[src/rtl/bldc_pkg.sv]
// -----------------------------------------------------------------------------
// bldc_pkg
// Shared definitions for the BLDC driver blocks.
//   - hall_code_t / sector_t : 3-bit Hall code {H3,H2,H1} and rotor sector
//   - SEC_NONE .. SEC_6      : sector encodings (0 = unknown/invalid)
//   - FWD_SEQ                : Hall codes in forward rotation order, sector 1..6
//   - trans_t                : classification of an accepted code change
//   - hall_to_sector()       : Hall code -> sector (invalid code -> SEC_NONE)
//   - sector_next/prev()     : neighbouring sectors with wrap-around
//   - classify()             : sector change -> forward / reverse / fault / none
// -----------------------------------------------------------------------------
package bldc_pkg;

    typedef logic [2:0] hall_code_t;
    typedef logic [2:0] sector_t;

    localparam sector_t SEC_NONE = 3'd0;
    localparam sector_t SEC_1    = 3'd1;
    localparam sector_t SEC_2    = 3'd2;
    localparam sector_t SEC_3    = 3'd3;
    localparam sector_t SEC_4    = 3'd4;
    localparam sector_t SEC_5    = 3'd5;
    localparam sector_t SEC_6    = 3'd6;

    // Index i holds the Hall code of sector i+1.
    localparam hall_code_t FWD_SEQ [6] = '{3'b001, 3'b101, 3'b100,
                                           3'b110, 3'b010, 3'b011};

    typedef enum logic [1:0] {
        TR_NONE  = 2'd0,   // no change, or sector merely established
        TR_FWD   = 2'd1,   // adjacent step, forward
        TR_REV   = 2'd2,   // adjacent step, reverse
        TR_FAULT = 2'd3    // jump of 2/3 sectors or entry into an invalid code
    } trans_t;

    function automatic sector_t hall_to_sector(input hall_code_t code);
        sector_t sec;
        sec = SEC_NONE;
        for (int i = 0; i < 6; i++) begin
            if (code == FWD_SEQ[i]) begin
                sec = sector_t'(i + 1);
            end
        end
        return sec;
    endfunction

    function automatic sector_t sector_next(input sector_t s);
        sector_t n;
        case (s)
            SEC_1:   n = SEC_2;
            SEC_2:   n = SEC_3;
            SEC_3:   n = SEC_4;
            SEC_4:   n = SEC_5;
            SEC_5:   n = SEC_6;
            SEC_6:   n = SEC_1;
            default: n = SEC_NONE;
        endcase
        return n;
    endfunction

    function automatic sector_t sector_prev(input sector_t s);
        sector_t p;
        case (s)
            SEC_1:   p = SEC_6;
            SEC_2:   p = SEC_1;
            SEC_3:   p = SEC_2;
            SEC_4:   p = SEC_3;
            SEC_5:   p = SEC_4;
            SEC_6:   p = SEC_5;
            default: p = SEC_NONE;
        endcase
        return p;
    endfunction

    // Leaving SEC_NONE for a valid sector only establishes position, so it is
    // not a fault; entering SEC_NONE always is.
    function automatic trans_t classify(input sector_t from_sec, input sector_t to_sec);
        trans_t t;
        if (to_sec == SEC_NONE) begin
            t = TR_FAULT;
        end else if (from_sec == SEC_NONE) begin
            t = TR_NONE;
        end else if (to_sec == sector_next(from_sec)) begin
            t = TR_FWD;
        end else if (to_sec == sector_prev(from_sec)) begin
            t = TR_REV;
        end else if (to_sec == from_sec) begin
            t = TR_NONE;
        end else begin
            t = TR_FAULT;
        end
        return t;
    endfunction

endpackage

[src/rtl/hall_filter.sv]
// -----------------------------------------------------------------------------
// hall_filter
// Synchronises the three raw Hall lines and debounces them as one 3-bit code.
// A code is accepted once DEB_CYCLES consecutive identical synchronised samples
// have been seen; any change restarts the count.
//   clk, rst_n  : clock, asynchronous active-low reset
//   hall_raw    : raw {H3,H2,H1} from the pins
//   acc_code    : currently accepted code (registered)
//   cand_code   : code being qualified; becomes acc_code when acc_load is high
//   acc_load    : high in the cycle whose edge loads cand_code into acc_code
// -----------------------------------------------------------------------------
module hall_filter
    import bldc_pkg::*;
#(
    parameter int SYNC_STAGES = 2,
    parameter int DEB_CYCLES  = 16
) (
    input  logic       clk,
    input  logic       rst_n,
    input  hall_code_t hall_raw,
    output hall_code_t acc_code,
    output hall_code_t cand_code,
    output logic       acc_load
);

    localparam int               CNT_W    = $clog2(DEB_CYCLES + 1);
    localparam logic [CNT_W-1:0] CNT_FULL = CNT_W'(DEB_CYCLES);

    logic [SYNC_STAGES-1:0][2:0] sync_q, sync_d;
    hall_code_t                  cand_q, cand_d;
    hall_code_t                  acc_q,  acc_d;
    logic [CNT_W-1:0]            cnt_q,  cnt_d;
    hall_code_t                  smp;
    logic                        load;

    assign smp = sync_q[SYNC_STAGES-1];

    always_comb begin
        sync_d    = sync_q;
        sync_d[0] = hall_raw;
        for (int i = 1; i < SYNC_STAGES; i++) begin
            sync_d[i] = sync_q[i-1];
        end

        // cnt_q counts how many consecutive samples equal cand_q; a differing
        // sample becomes the new candidate and is itself the first sample.
        cand_d = cand_q;
        cnt_d  = cnt_q;
        if (smp != cand_q) begin
            cand_d = smp;
            cnt_d  = CNT_W'(1);
        end else if (cnt_q != CNT_FULL) begin
            cnt_d = cnt_q + 1'b1;
        end

        // The reset value of acc_q (000) is never "loaded", so it cannot be
        // mistaken for a transition into an invalid code.
        load  = (cnt_q == CNT_FULL) && (cand_q != acc_q);
        acc_d = load ? cand_q : acc_q;
    end

    always_ff @(posedge clk or negedge rst_n) begin
        if (!rst_n) begin
            sync_q <= '0;
            cand_q <= '0;
            cnt_q  <= '0;
            acc_q  <= '0;
        end else begin
            sync_q <= sync_d;
            cand_q <= cand_d;
            cnt_q  <= cnt_d;
            acc_q  <= acc_d;
        end
    end

    assign acc_code  = acc_q;
    assign cand_code = cand_q;
    assign acc_load  = load;

endmodule

[src/rtl/hall_conditioner.sv]
// -----------------------------------------------------------------------------
// hall_conditioner
// Front end for the BLDC driver: filtered Hall lines, rotor sector, direction,
// per-step pulse, commutation period and fault/stall supervision.
//   CLK, RST_N         : clock (rising edge), asynchronous active-low reset
//   H1, H2, H3         : raw asynchronous Hall inputs, code = {H3,H2,H1}
//   CLR_FAULT          : synchronous pulse clearing HALL_FAULT
//   H1_OUT..H3_OUT     : accepted Hall levels for the commutation block
//   SECTOR             : 1..6, 0 when the accepted code is invalid/unknown
//   DIR                : 1 forward, 0 reverse (held on faults)
//   STEP               : one-cycle pulse per accepted adjacent sector change
//   PERIOD             : cycles between the last two STEPs (0 while stalled)
//   STALL              : no valid speed measurement available
//   HALL_FAULT         : sticky fault flag
// -----------------------------------------------------------------------------
module hall_conditioner
    import bldc_pkg::*;
#(
    parameter int SYNC_STAGES = 2,
    parameter int DEB_CYCLES  = 16,
    parameter int PER_W       = 20
) (
    input  logic             CLK,
    input  logic             RST_N,
    input  logic             H1,
    input  logic             H2,
    input  logic             H3,
    input  logic             CLR_FAULT,
    output logic             H1_OUT,
    output logic             H2_OUT,
    output logic             H3_OUT,
    output logic [2:0]       SECTOR,
    output logic             DIR,
    output logic             STEP,
    output logic [PER_W-1:0] PERIOD,
    output logic             STALL,
    output logic             HALL_FAULT
);

    localparam logic [PER_W-1:0] CNT_MAX = '1;

    function automatic logic [PER_W-1:0] sat_inc(input logic [PER_W-1:0] v);
        return (v == CNT_MAX) ? v : v + 1'b1;
    endfunction

    hall_code_t acc_code;
    hall_code_t cand_code;
    logic       acc_load;

    hall_filter #(
        .SYNC_STAGES (SYNC_STAGES),
        .DEB_CYCLES  (DEB_CYCLES)
    ) u_filter (
        .clk       (CLK),
        .rst_n     (RST_N),
        .hall_raw  ({H3, H2, H1}),
        .acc_code  (acc_code),
        .cand_code (cand_code),
        .acc_load  (acc_load)
    );

    sector_t          sector_q, sector_d;
    logic             dir_q,    dir_d;
    logic             step_q,   step_d;
    logic [PER_W-1:0] cnt_q,    cnt_d;
    logic [PER_W-1:0] period_q, period_d;
    logic             stall_q,  stall_d;
    logic             fault_q,  fault_d;

    sector_t old_sec;
    sector_t new_sec;
    trans_t  trans;
    logic    step_evt;
    logic    fault_evt;

    always_comb begin
        old_sec   = hall_to_sector(acc_code);
        new_sec   = hall_to_sector(cand_code);
        trans     = acc_load ? classify(old_sec, new_sec) : TR_NONE;
        step_evt  = (trans == TR_FWD) || (trans == TR_REV);
        fault_evt = (trans == TR_FAULT);

        sector_d = acc_load ? new_sec : sector_q;
        step_d   = step_evt;

        dir_d = dir_q;
        if (trans == TR_FWD) begin
            dir_d = 1'b1;
        end else if (trans == TR_REV) begin
            dir_d = 1'b0;
        end

        cnt_d = step_evt ? '0 : sat_inc(cnt_q);

        // A STEP while stalled only arms the measurement. A STEP coinciding
        // with saturation still reports (saturated) period and stays armed.
        period_d = period_q;
        stall_d  = stall_q;
        if (step_evt) begin
            if (!stall_q) begin
                period_d = sat_inc(cnt_q);
            end
            stall_d = 1'b0;
        end else if (fault_evt || (cnt_d == CNT_MAX)) begin
            period_d = '0;
            stall_d  = 1'b1;
        end

        // Set wins over a clear arriving in the same cycle.
        if (fault_evt) begin
            fault_d = 1'b1;
        end else if (CLR_FAULT) begin
            fault_d = 1'b0;
        end else begin
            fault_d = fault_q;
        end
    end

    always_ff @(posedge CLK or negedge RST_N) begin
        if (!RST_N) begin
            sector_q <= SEC_NONE;
            dir_q    <= 1'b1;
            step_q   <= 1'b0;
            cnt_q    <= '0;
            period_q <= '0;
            stall_q  <= 1'b1;
            fault_q  <= 1'b0;
        end else begin
            sector_q <= sector_d;
            dir_q    <= dir_d;
            step_q   <= step_d;
            cnt_q    <= cnt_d;
            period_q <= period_d;
            stall_q  <= stall_d;
            fault_q  <= fault_d;
        end
    end

    assign H1_OUT     = acc_code[0];
    assign H2_OUT     = acc_code[1];
    assign H3_OUT     = acc_code[2];
    assign SECTOR     = sector_q;
    assign DIR        = dir_q;
    assign STEP       = step_q;
    assign PERIOD     = period_q;
    assign STALL      = stall_q;
    assign HALL_FAULT = fault_q;

endmodule

[config.mk]
export PLATFORM = sky130hd
export DESIGN_NAME = hall_conditioner
export DESIGN_NICKNAME = d
export VERILOG_FILES = /design/src/rtl/bldc_pkg.sv /design/src/rtl/hall_filter.sv /design/src/rtl/hall_conditioner.sv
export SDC_FILE = /design/constraint.sdc
export NUM_CORES = 1
export LEC_CHECK = 0
export CORE_ASPECT_RATIO = 1.5
export CORE_UTILIZATION = 56
export CTS_CLUSTER_SIZE = 12
export DETAILED_ROUTE_END_ITERATION = 7
export GPL_TIMING_DRIVEN = 0
export PLACE_DENSITY = 0.87
export REMOVE_ABC_BUFFERS = 1
export SLEW_MARGIN = 15
export SYNTH_ARGS = -nofsm -noshare
export SYNTH_HDL_FRONTEND = slang
export SYNTH_SLANG_ARGS = --single-unit
export TNS_END_PERCENT = 1
[constraint.sdc]
create_clock -name CLK -period 7.84 [get_ports CLK]
set_input_delay 1.176 -clock CLK [delete_from_list [all_inputs] [get_ports CLK]]
set_output_delay 1.176 -clock CLK [all_outputs]
set_load 0.02 [all_outputs]
* After elaboration in Yosys (flattened, before gate mapping) *
Index checks and enable logic that the tools add are counted.
Widths: inputs -> output; s select.

storage, ports and cells
  input bits = 6
  memory bits (writable) = 0
  bits in registers = 64
  word-level logic and storage cells = 93
  latch bits = 0
  ROM bits = 0
  memories = 0

cells by class
  equality and inequality tests = 31
  bitwise operators = 0
  shifts and indexed selects = 0
  $lt $le $gt $ge = 0
  div/mod/pow operators = 0
  multiplexer cells = 38
  multiply operators = 0
  reduce and logical (&&, ||, !) cells = 10
  add/subtract/negate cells = 2

operator list
  kind                   number
  $mux 20                5
  $mux 3                 14
  $eq 20x20->1 const B   2
  $pmux 3 s6             2
  $eq 3x3->1 const B     9
  $add 20x1->20 const B  1
  $eq 3x2->1 const B     6
  $mux 2                 7
  $mux 5                 2
  $eq 3x1->1 const B     3
  $eq 3x3->1             3
  $mux 1                 8
  $reduce_bool 2->1      4
  $logic_not 3->1        2
  $ne 3x3->1             2
  $add 5x1->5 const B    1
  $eq 5x5->1 const B     1
  $ne 5x5->1 const B     1
  $eq 2x2->1 const B     2
  $eq 2x1->1 const B     1
  $logic_or 1x1->1       2
  $ne 2x2->1 const B     1
  $reduce_and 2->1       1
  $logic_and 1x1->1      1

* Logic depth before layout (Yosys ltp) *
Gate-level depths: netlist (run 1).

  depth in word-level cells = 28
  gate-level depth with buffers = 16
  mapped depth without buffers = 14

* Hierarchy *
From an unflattened synthesis (run 1), not the netlist that was laid out.

unflattened totals
  cell total of the unflattened synthesis = 322
  area, all modules = 3343.2 um2

by module, submodules not included
  module            cells an instance  instances  area each (um2)
  hall_conditioner  273                1          2660.1
  hall_filter       49                 1          683.2

* Worst setup path after synthesis (run 1) *
OpenSTA, ideal clock, no wires.

  path kind = flip-flop to flip-flop
  start point = reg u_filter.cnt_q[0]
  end point = reg period_q[11], in the netlist PERIOD[11]
  path buffers = 2
  cell stages (with the launch flop) = 17
  clock period less this slack = 3.404 ns
  data required time = 7.693 ns
  data arrival time = 3.257 ns
  setup slack = 4.436 ns
  setup time = 0.147 ns
  cells stage by stage = dfrtp_1 -> inv_1 -> ha_1 -> nand2_1 -> nor3_1 -> o31a_1 -> nand3_1 -> ha_1 -> clkbuf_1 -> inv_1 -> a21o_1 -> mux2i_1 -> o2111ai_1 -> nor4_1 -> and3_4 -> buf_12 -> o22ai_2

on the way
  cells in the longest elaborated chain, start to end = 10
  elaborated cells on any way between the ends = 14
  those cells by class = 6 x eq/ne; 3 x mux; 5 x reduce/logical

ends and longest elaborated chain
  item                                      RTL line                 text
  from (decl)                               hall_filter.sv:32        logic [CNT_W-1:0] cnt_q, cnt_d;
  from (signal assigned)                    hall_filter.sv:71        cnt_q <= cnt_d;
  $eq 5x5->1 *                              hall_filter.sv:58        load = (cnt_q == CNT_FULL) && (cand_q != acc_q);
  $logic_and 1x1->1 *                       hall_filter.sv:58
  $mux 2 *                                  hall_conditioner.sv:79   trans = acc_load ? classify(old_sec, new_sec) : TR_NONE;
  $eq 2x1->1 or $eq 2x2->1 (tied branches)  hall_conditioner.sv:80   step_evt = (trans == TR_FWD) || (trans == TR_REV);
  $logic_or 1x1->1 *                        hall_conditioner.sv:80
  $mux 20 *                                 hall_conditioner.sv:93   cnt_d = step_evt ? '0 : sat_inc(cnt_q);
  net cnt_d[16]                             hall_conditioner.sv:65   logic [PER_W-1:0] cnt_q, cnt_d;
  $eq 20x20->1 *                            hall_conditioner.sv:104  end else if (fault_evt || (cnt_d == CNT_MAX)) begin
  $logic_or 1x1->1 *                        hall_conditioner.sv:104
  $reduce_bool 2->1 (no line) *             n/a
  $reduce_and 2->1 (no line) *              n/a
  to (signal assigned)                      hall_conditioner.sv:133  period_q <= period_d;
  to (decl)                                 hall_conditioner.sv:66   logic [PER_W-1:0] period_q, period_d;

The timed path passes the listed nets; every way through them passes the cells marked *.
A chain may end at the register's enable or synchronous reset.

* Worst setup path after layout (run 1) *
  start point = reg u_filter.cnt_q[0]
  end point = reg period_q[1], in the netlist PERIOD[1]

Same word-level chain as after synthesis.

==> flow_summary.ini, run 1 <==
[logic_synthesis]
yosysUniqueCellTypes = 53
synthXorXnorAreaFrac_pct = 4.870
async_reset_ff_share_pct = 100.0
synthTopCellsByArea = dfrtp_1 43%, o22ai_2 6.3%, nor2_1 4.2%
synth_flop_cell = dfrtp_1
ys_warn_count = 0
netlist_instances = 365
syn_avg_cell_area_sq_um = 9.855
synth_mux_area_share_pct = 4.348
synth_edf_count = 0
ys_ff_latch = 64
yosys.area.top_type_share_pct = 43.13
synth_compound_area_share_pct = 19.03
synth_top_cell_by_area = dfrtp_1
synthAdderAreaFrac_pct = 1.739
synth_area_sq_mm = 0.003597
yosys.area_share.simple_pct = 20.28
synth_top_family_by_area = simple AND/OR/NAND/NOR gates
synth_sequential_area_ratio_pct = 44.59

[placement]
io_buffers = 35
post-dp-hpwl_microns = 5347
gp_congestion = 0.9260
placed_area_sq_mm = 0.003935

[floorplanning]
start_util_pct = 58.26
die_height_microns = 100.2
dieArea_sq_mm = 0.006755
io_pins = 36
core_area_sq_mm = 0.006175
die_w_microns = 67.44
rows = 35

[critical_path]
cp_max_fo = 26
critPathArrivalTime_ps = 5340
cp_common_cell = inv_1
cpPeakStageDelay_ps = 820
reg2reg_depth = 14
r2r-end = PERIOD[1]
rrSetupSlack_ps = 2700
critPathTopFamily = simple AND/OR/NAND/NOR gates
crit_buf_inv = 2
worstSetupPathType = flip-flop to flip-flop
critPathLaunch = u_filter.cnt_q[0]
critPathLaunchType = flip-flop
path_cells = inv_1 -> ha_1 -> nand2_1 -> nor3_1 -> o31a_1 -> nand3_1 -> ha_2 -> inv_1 -> a21o_1 -> mux2i_1 -> o2111ai_1 -> nor4_1 -> and3_4 -> o22ai_2
cp_slowest_cell = ha_2
worstPathRequired_ps = 8050
crit_path_end_kind = flip-flop
r2r_start = u_filter.cnt_q[0]

[cts]
numCtsBuffers = 9
postCtsSetupRepairBufs = 0
post_cts_resized = 0
cts_htree_levels = 3
cts_buffer_depth = 2
clk_latency_ps = 350
postCtsHoldBufs = 0
cts_tree = built
path_clk_slew_ps = 70
cts_sinks = 64
clockRootBuffer = clkbuf_8

[detailed_routing]
m1WireLength_microns = 3249
viasPerCell = 6.123
top_layer_used = met4
detail-route-antenna-nets = 0
num_vias = 2847
route.met2.wl_microns = 4110
route.detailed.drc = 0
drtIter0Drc = 90
post_drt_wl_per_cell_microns = 16.96
drtPass1Iterations = 4
wl_met3_microns = 327
wl_microns = 7887

[timing]
finalHoldViolations = 0
finalSetupViolations = 0
rsz0062_at_grt = no
relSlewSlack_pct = 32.28
worstMarginPinSlew_ps = 1008
slew_violations = 0
fmax_ghz = 0.1947
final.setup.tns_ps = 0
timing.final.crit_share_pct = 65.51
clock_skew_ps = 9.220
min_period_ps = 5136

[pwr]
irDropWorstVdd_mv = 0.1168
p_total_uw = 630.7
power.density_mw_per_mm2 = 152.6
p_leak_uw = 0.001744

[cells_and_area]
n_antenna_cell = 0
stdcell_area_sq_mm = 0.004133
drive_above_1_share_pct = 14.83
final_cell_mix = 62 x dfrtp_1, 39 x nor2_1, 38 x nand2_1
areaGrowthSynthToFinish_pct = 14.89
nets = 397
final_common_cell = dfrtp_1

[min_path]
holdCritStartpoint = u_filter.sync_d[5]
hold_end = u_filter.smp[2]
min_path_cells = 0
hold_class = flip-flop to flip-flop

[run_status]
status = completed

[global_route]
antenna_found_initial = 0
grt_overflow_total = 0
grt_pass1_wl_microns = 13210
grt_pass1_vias = 2826
grtUsageTotal_pct = 26.36
grt_start_max_net_pins = 64

[flow_run]
max_cap_viol_count = 0
==> sequential cells by signal, summed over array words and instances, names as in the netlist, 3 cells and up <==
name / cells
PERIOD: 20
u_filter.acc_code: 3
SECTOR: 3
u_filter.cnt_q: 5
u_filter.sync_d: 3
u_filter.smp: 3
u_filter.cand_code: 3
cnt_q: 20
==> worst register-to-register path, stage by stage, from the launching register on <==
cell	delay, ps
dfrtp_1	400
inv_1	100
ha_1	160
nand2_1	50
nor3_1	770
o31a_1	430
nand3_1	170
ha_2	820
inv_1	570
a21o_1	290
mux2i_1	230
o2111ai_1	160
nor4_1	190
and3_4	500
o22ai_2	150
==> worst max path at each step <==
stage	end	slack, ps	cells past startpoint
floorplan	PERIOD[0]	3490	14
CTS	PERIOD[18]	2160	14
detailed placement	PERIOD[18]	2180	14
global route	PERIOD[1]	2240	14
finish	PERIOD[1]	2700	14
global placement	PERIOD[19]	2250	11
==> per-stage QoR <==
| stage | instances | utilization [%] | hold WS [ps] | setup WS, ps |
|---|---|---|---|---|
| after floorplan | 338 | - | 331.2 | 3494 |
| after global placement | 447 | 63.10 | 335.3 | 2254 |
| after detailed placement | 449 | 63.73 | 341.2 | 2175 |
| after CTS | 465 | 66.89 | 355.5 | 2162 |
| after global routing | 465 | 66.93 | 354.1 | 2239 |
| final | 465 | 66.93 | 352.1 | 2704 |
==> power by group <==
| group | switching [uW] | internal (uW) | total, uW |
|---|---|---|---|
| combinational | 11.3 | 9.00 | 20.3 |
| clock | 124 | 149 | 272 |
| sequential | 4.43 | 333 | 338 |
| total | 139 | 491 | 631 |
==> synth_stat cells, drive strengths merged (2+ instances only) <==
| master | instances |
|---|---|
| ha | 5 |
| a31oi | 4 |
| a21o | 4 |
| dfstp | 2 |
| buf | 9 |
| mux2 | 5 |
| a32oi | 2 |
| xor2 | 10 |
| and2 | 6 |
| inv | 11 |
| and3 | 6 |
| nand3 | 15 |
| o31a | 3 |
| a21oi | 22 |
| nand4 | 7 |
| nand2b | 2 |
| and4 | 5 |
| clkbuf | 18 |
| a211oi | 3 |
| o21ai | 11 |
| nand2 | 39 |
| xnor2 | 10 |
| o21a | 2 |
| nor2 | 40 |
| nor4 | 7 |
| nor3 | 10 |
| o2bb2ai | 2 |
| o22ai | 18 |
| mux2i | 10 |
| o211ai | 5 |
| dfrtp | 62 |
==> final cells by class <==
cell class / instances / area (sq um)
Fill cell: 509 / 2042
Multi-Input combinational cell: 263 / 1813
Clock inverter: 2 / 12.51
Timing Repair Buffer: 37 / 386.6
Sequential cell: 64 / 1604
Clock buffer: 14 / 182.7
Inverter: 11 / 41.29
Tap cell: 74 / 92.59
==> logic make-up after synthesis <==
logic type,count (synthesis)
and+or+nand+nor,139
AOI/OAI and AO/OA,84
DFF,64
buffers and inverters,38
xor gates and xnor gates,20
muxes,15
adders and majority gates,5
==> metal layers <==
layer  vias up  GRT usage, %
met2        92         42.77
met5         -             0
met4         0         15.22
li1       1351             -
met3        21         6.364
met1      1383         31.02
(Power assumes the default switching activity.)
==> run 2, diff against run 1 <==
--- a/config.mk
+++ b/config.mk
@@ -6,11 +6,11 @@
 export NUM_CORES = 1
 export LEC_CHECK = 0
 export CORE_ASPECT_RATIO = 1.5
-export CORE_UTILIZATION = 56
+export CORE_UTILIZATION = 52
 export CTS_CLUSTER_SIZE = 12
 export DETAILED_ROUTE_END_ITERATION = 7
 export GPL_TIMING_DRIVEN = 0
-export PLACE_DENSITY = 0.87
+export PLACE_DENSITY = 0.85
 export REMOVE_ABC_BUFFERS = 1
 export SLEW_MARGIN = 15
 export SYNTH_ARGS = -nofsm -noshare
==> constraint.sdc (replaced) <==
create_clock -name CLK -period 4.4 [get_ports CLK]
set_input_delay 0.66 -clock CLK [delete_from_list [all_inputs] [get_ports CLK]]
set_output_delay 0.66 -clock CLK [all_outputs]
set_load 0.02 [all_outputs]
==> flow_summary.ini, run 2 (synthesis results as in run 1) <==
[cells_and_area]
drive_above_1_share_pct = 15.27
nets = 399
areaGrowthSynthToFinish_pct = 15.86
fin_util_pct = 63.38
fillers = 573
final_common_cell = dfrtp_1
n_antenna_cell = 0
final_cell_mix = 62 x dfrtp_1, 39 x nor2_1, 38 x nand2_1
stdcell_area_sq_mm = 0.004168

[timing]
clock_skew_ps = 11.65
finalSetupViolations = 0
min_period_ps = 4123
final.setup.tns_ps = 0
rsz0062_at_grt = no
final.setup.worst_slack_ps = 276.7
fmax_ghz = 0.2425
timing.final.crit_share_pct = 93.71
relSlewSlack_pct = 51.24
worstMarginPinSlew_ps = 731.3
finalHoldViolations = 0
slew_violations = 0

[critical_path]
cp_max_fo = 21
critPathArrivalTime_ps = 4340
r2r-end = PERIOD[18]
worstSetupPathType = flip-flop to flip-flop
r2r_start = u_filter.cnt_q[0]
reg2reg_depth = 14
critPathLaunchType = flip-flop
crit_path_end_kind = flip-flop
worstPathRequired_ps = 4610
rrSetupSlack_ps = 280

[floorplanning]
dieArea_sq_mm = 0.007261
rows = 36
die_w_microns = 69.91
io_pins = 36
start_util_pct = 54.70
core_area_sq_mm = 0.006576
die_height_microns = 103.9

[cts]
postCtsHoldBufs = 0
cts_buffer_depth = 2
cts_htree_levels = 3
clockRootBuffer = clkbuf_8
cts_tree = built
numCtsBuffers = 9
cts_sinks = 64
clk_latency_ps = 350
path_clk_slew_ps = 70

[placement]
gp_congestion = 0.9267
io_buffers = 35
dpl_worst_slack_ps = -1376
post-dp-hpwl_microns = 5521
placed_area_sq_mm = 0.003930

[run_status]
status = completed

[global_route]
grt_start_max_net_pins = 40
antenna_found_initial = 0
grt_pass1_wl_microns = 13700
grtUsageTotal_pct = 23.89
grt_pass1_vias = 2753
grt_overflow_total = 0

[detailed_routing]
wl_microns = 8309
drtPass1Iterations = 4
viasPerCell = 6.011
route.detailed.drc = 0
num_vias = 2819
detail-route-antenna-nets = 0
post_drt_wl_per_cell_microns = 17.72
drtIter0Drc = 94

[pwr]
p_leak_uw = 0.001742
power.density_mw_per_mm2 = 267.9
irDropWorstVdd_mv = 0.2362

[min_path]
hold_class = input port to async pin

[flow_run]
max_cap_viol_count = 0
==> run 2: worst max-delay path by stage <==
stage | from | end | slack (ps) | depth (start not counted)
5_1_grt | u_filter.cnt_q[0] | PERIOD[18] | 4 | 14
3_5_place_dp | u_filter.cnt_q[0] | PERIOD[18] | -1380 | 14
6_report | u_filter.cnt_q[0] | PERIOD[18] | 280 | 14
2_1_floorplan | u_filter.cnt_q[0] | PERIOD[0] | 50 | 14
4_1_cts | u_filter.cnt_q[0] | PERIOD[18] | 70 | 14
3_3_place_gp | u_filter.cnt_q[0] | PERIOD[19] | -1200 | 11
==> run 2: power breakdown <==
group	internal, uW	switching, uW
logic	15.3	20.5
registers	594	8.25
clock network	259	219
==> run 2: cell type report <==
cell class	count	area [sq um]	share of cell area, %
sequential	64	1604	38.49
clock inverter	4	45.04	1.081
timing repair inverter	1	5.005	0.1201
clock buffer	12	135.1	3.242
multi-input combinational	263	1834	44.01
inverter	11	45.04	1.081
tap	76	95.09	2.282
timing repair buffer	38	404.1	9.697
==> run 2: repair_timing <==
| action | CTS | global route |
|---|---|---|
| gates resized for setup | 5 | 0 |
| gates cloned | 1 | 0 |
| endpoints found under the setup margin | 22 | 21 |
| setup buffers | 0 | 1 |
| pin swaps | 0 | 1 |
| hold endpoints to repair | 0 | 0 |
==> run 2: stage by stage <==
step | power, uW | cells | hold slack (ps)
final | 1116 | 469 | 217.2
after detailed placement | 649.9 | 451 | 340.4
after global placement | 645.6 | 449 | 335.0
after global routing | 1156 | 469 | 236.5
after CTS | 1123 | 468 | 225.0
after floorplan | 626.6 | 338 | 331.2
==> run 2: layer usage <==
metal | share of wire, % | wire (microns) | track usage [%]
met3 | 3.6 | 298 | 5.329
met4 | 2.0 | 163 | 9.429
met1 | 40 | 3365 | 27.75
met2 | 54 | 4481 | 42.03
met5 | 0 | 0 | 0
==> run 2: worst max-delay path: stages, from the launching register on <==
cell        delay (ps)
dfrtp_1            400
inv_1              100
ha_1               150
nand2_1             80
nor3_4             350
o31a_1             370
nand3_1            210
ha_4               490
clkinvlp_4         340
a21o_1             250
mux2i_1            180
o2111ai_1          160
nor4_1             240
and3_4             510
o22ai_2            150
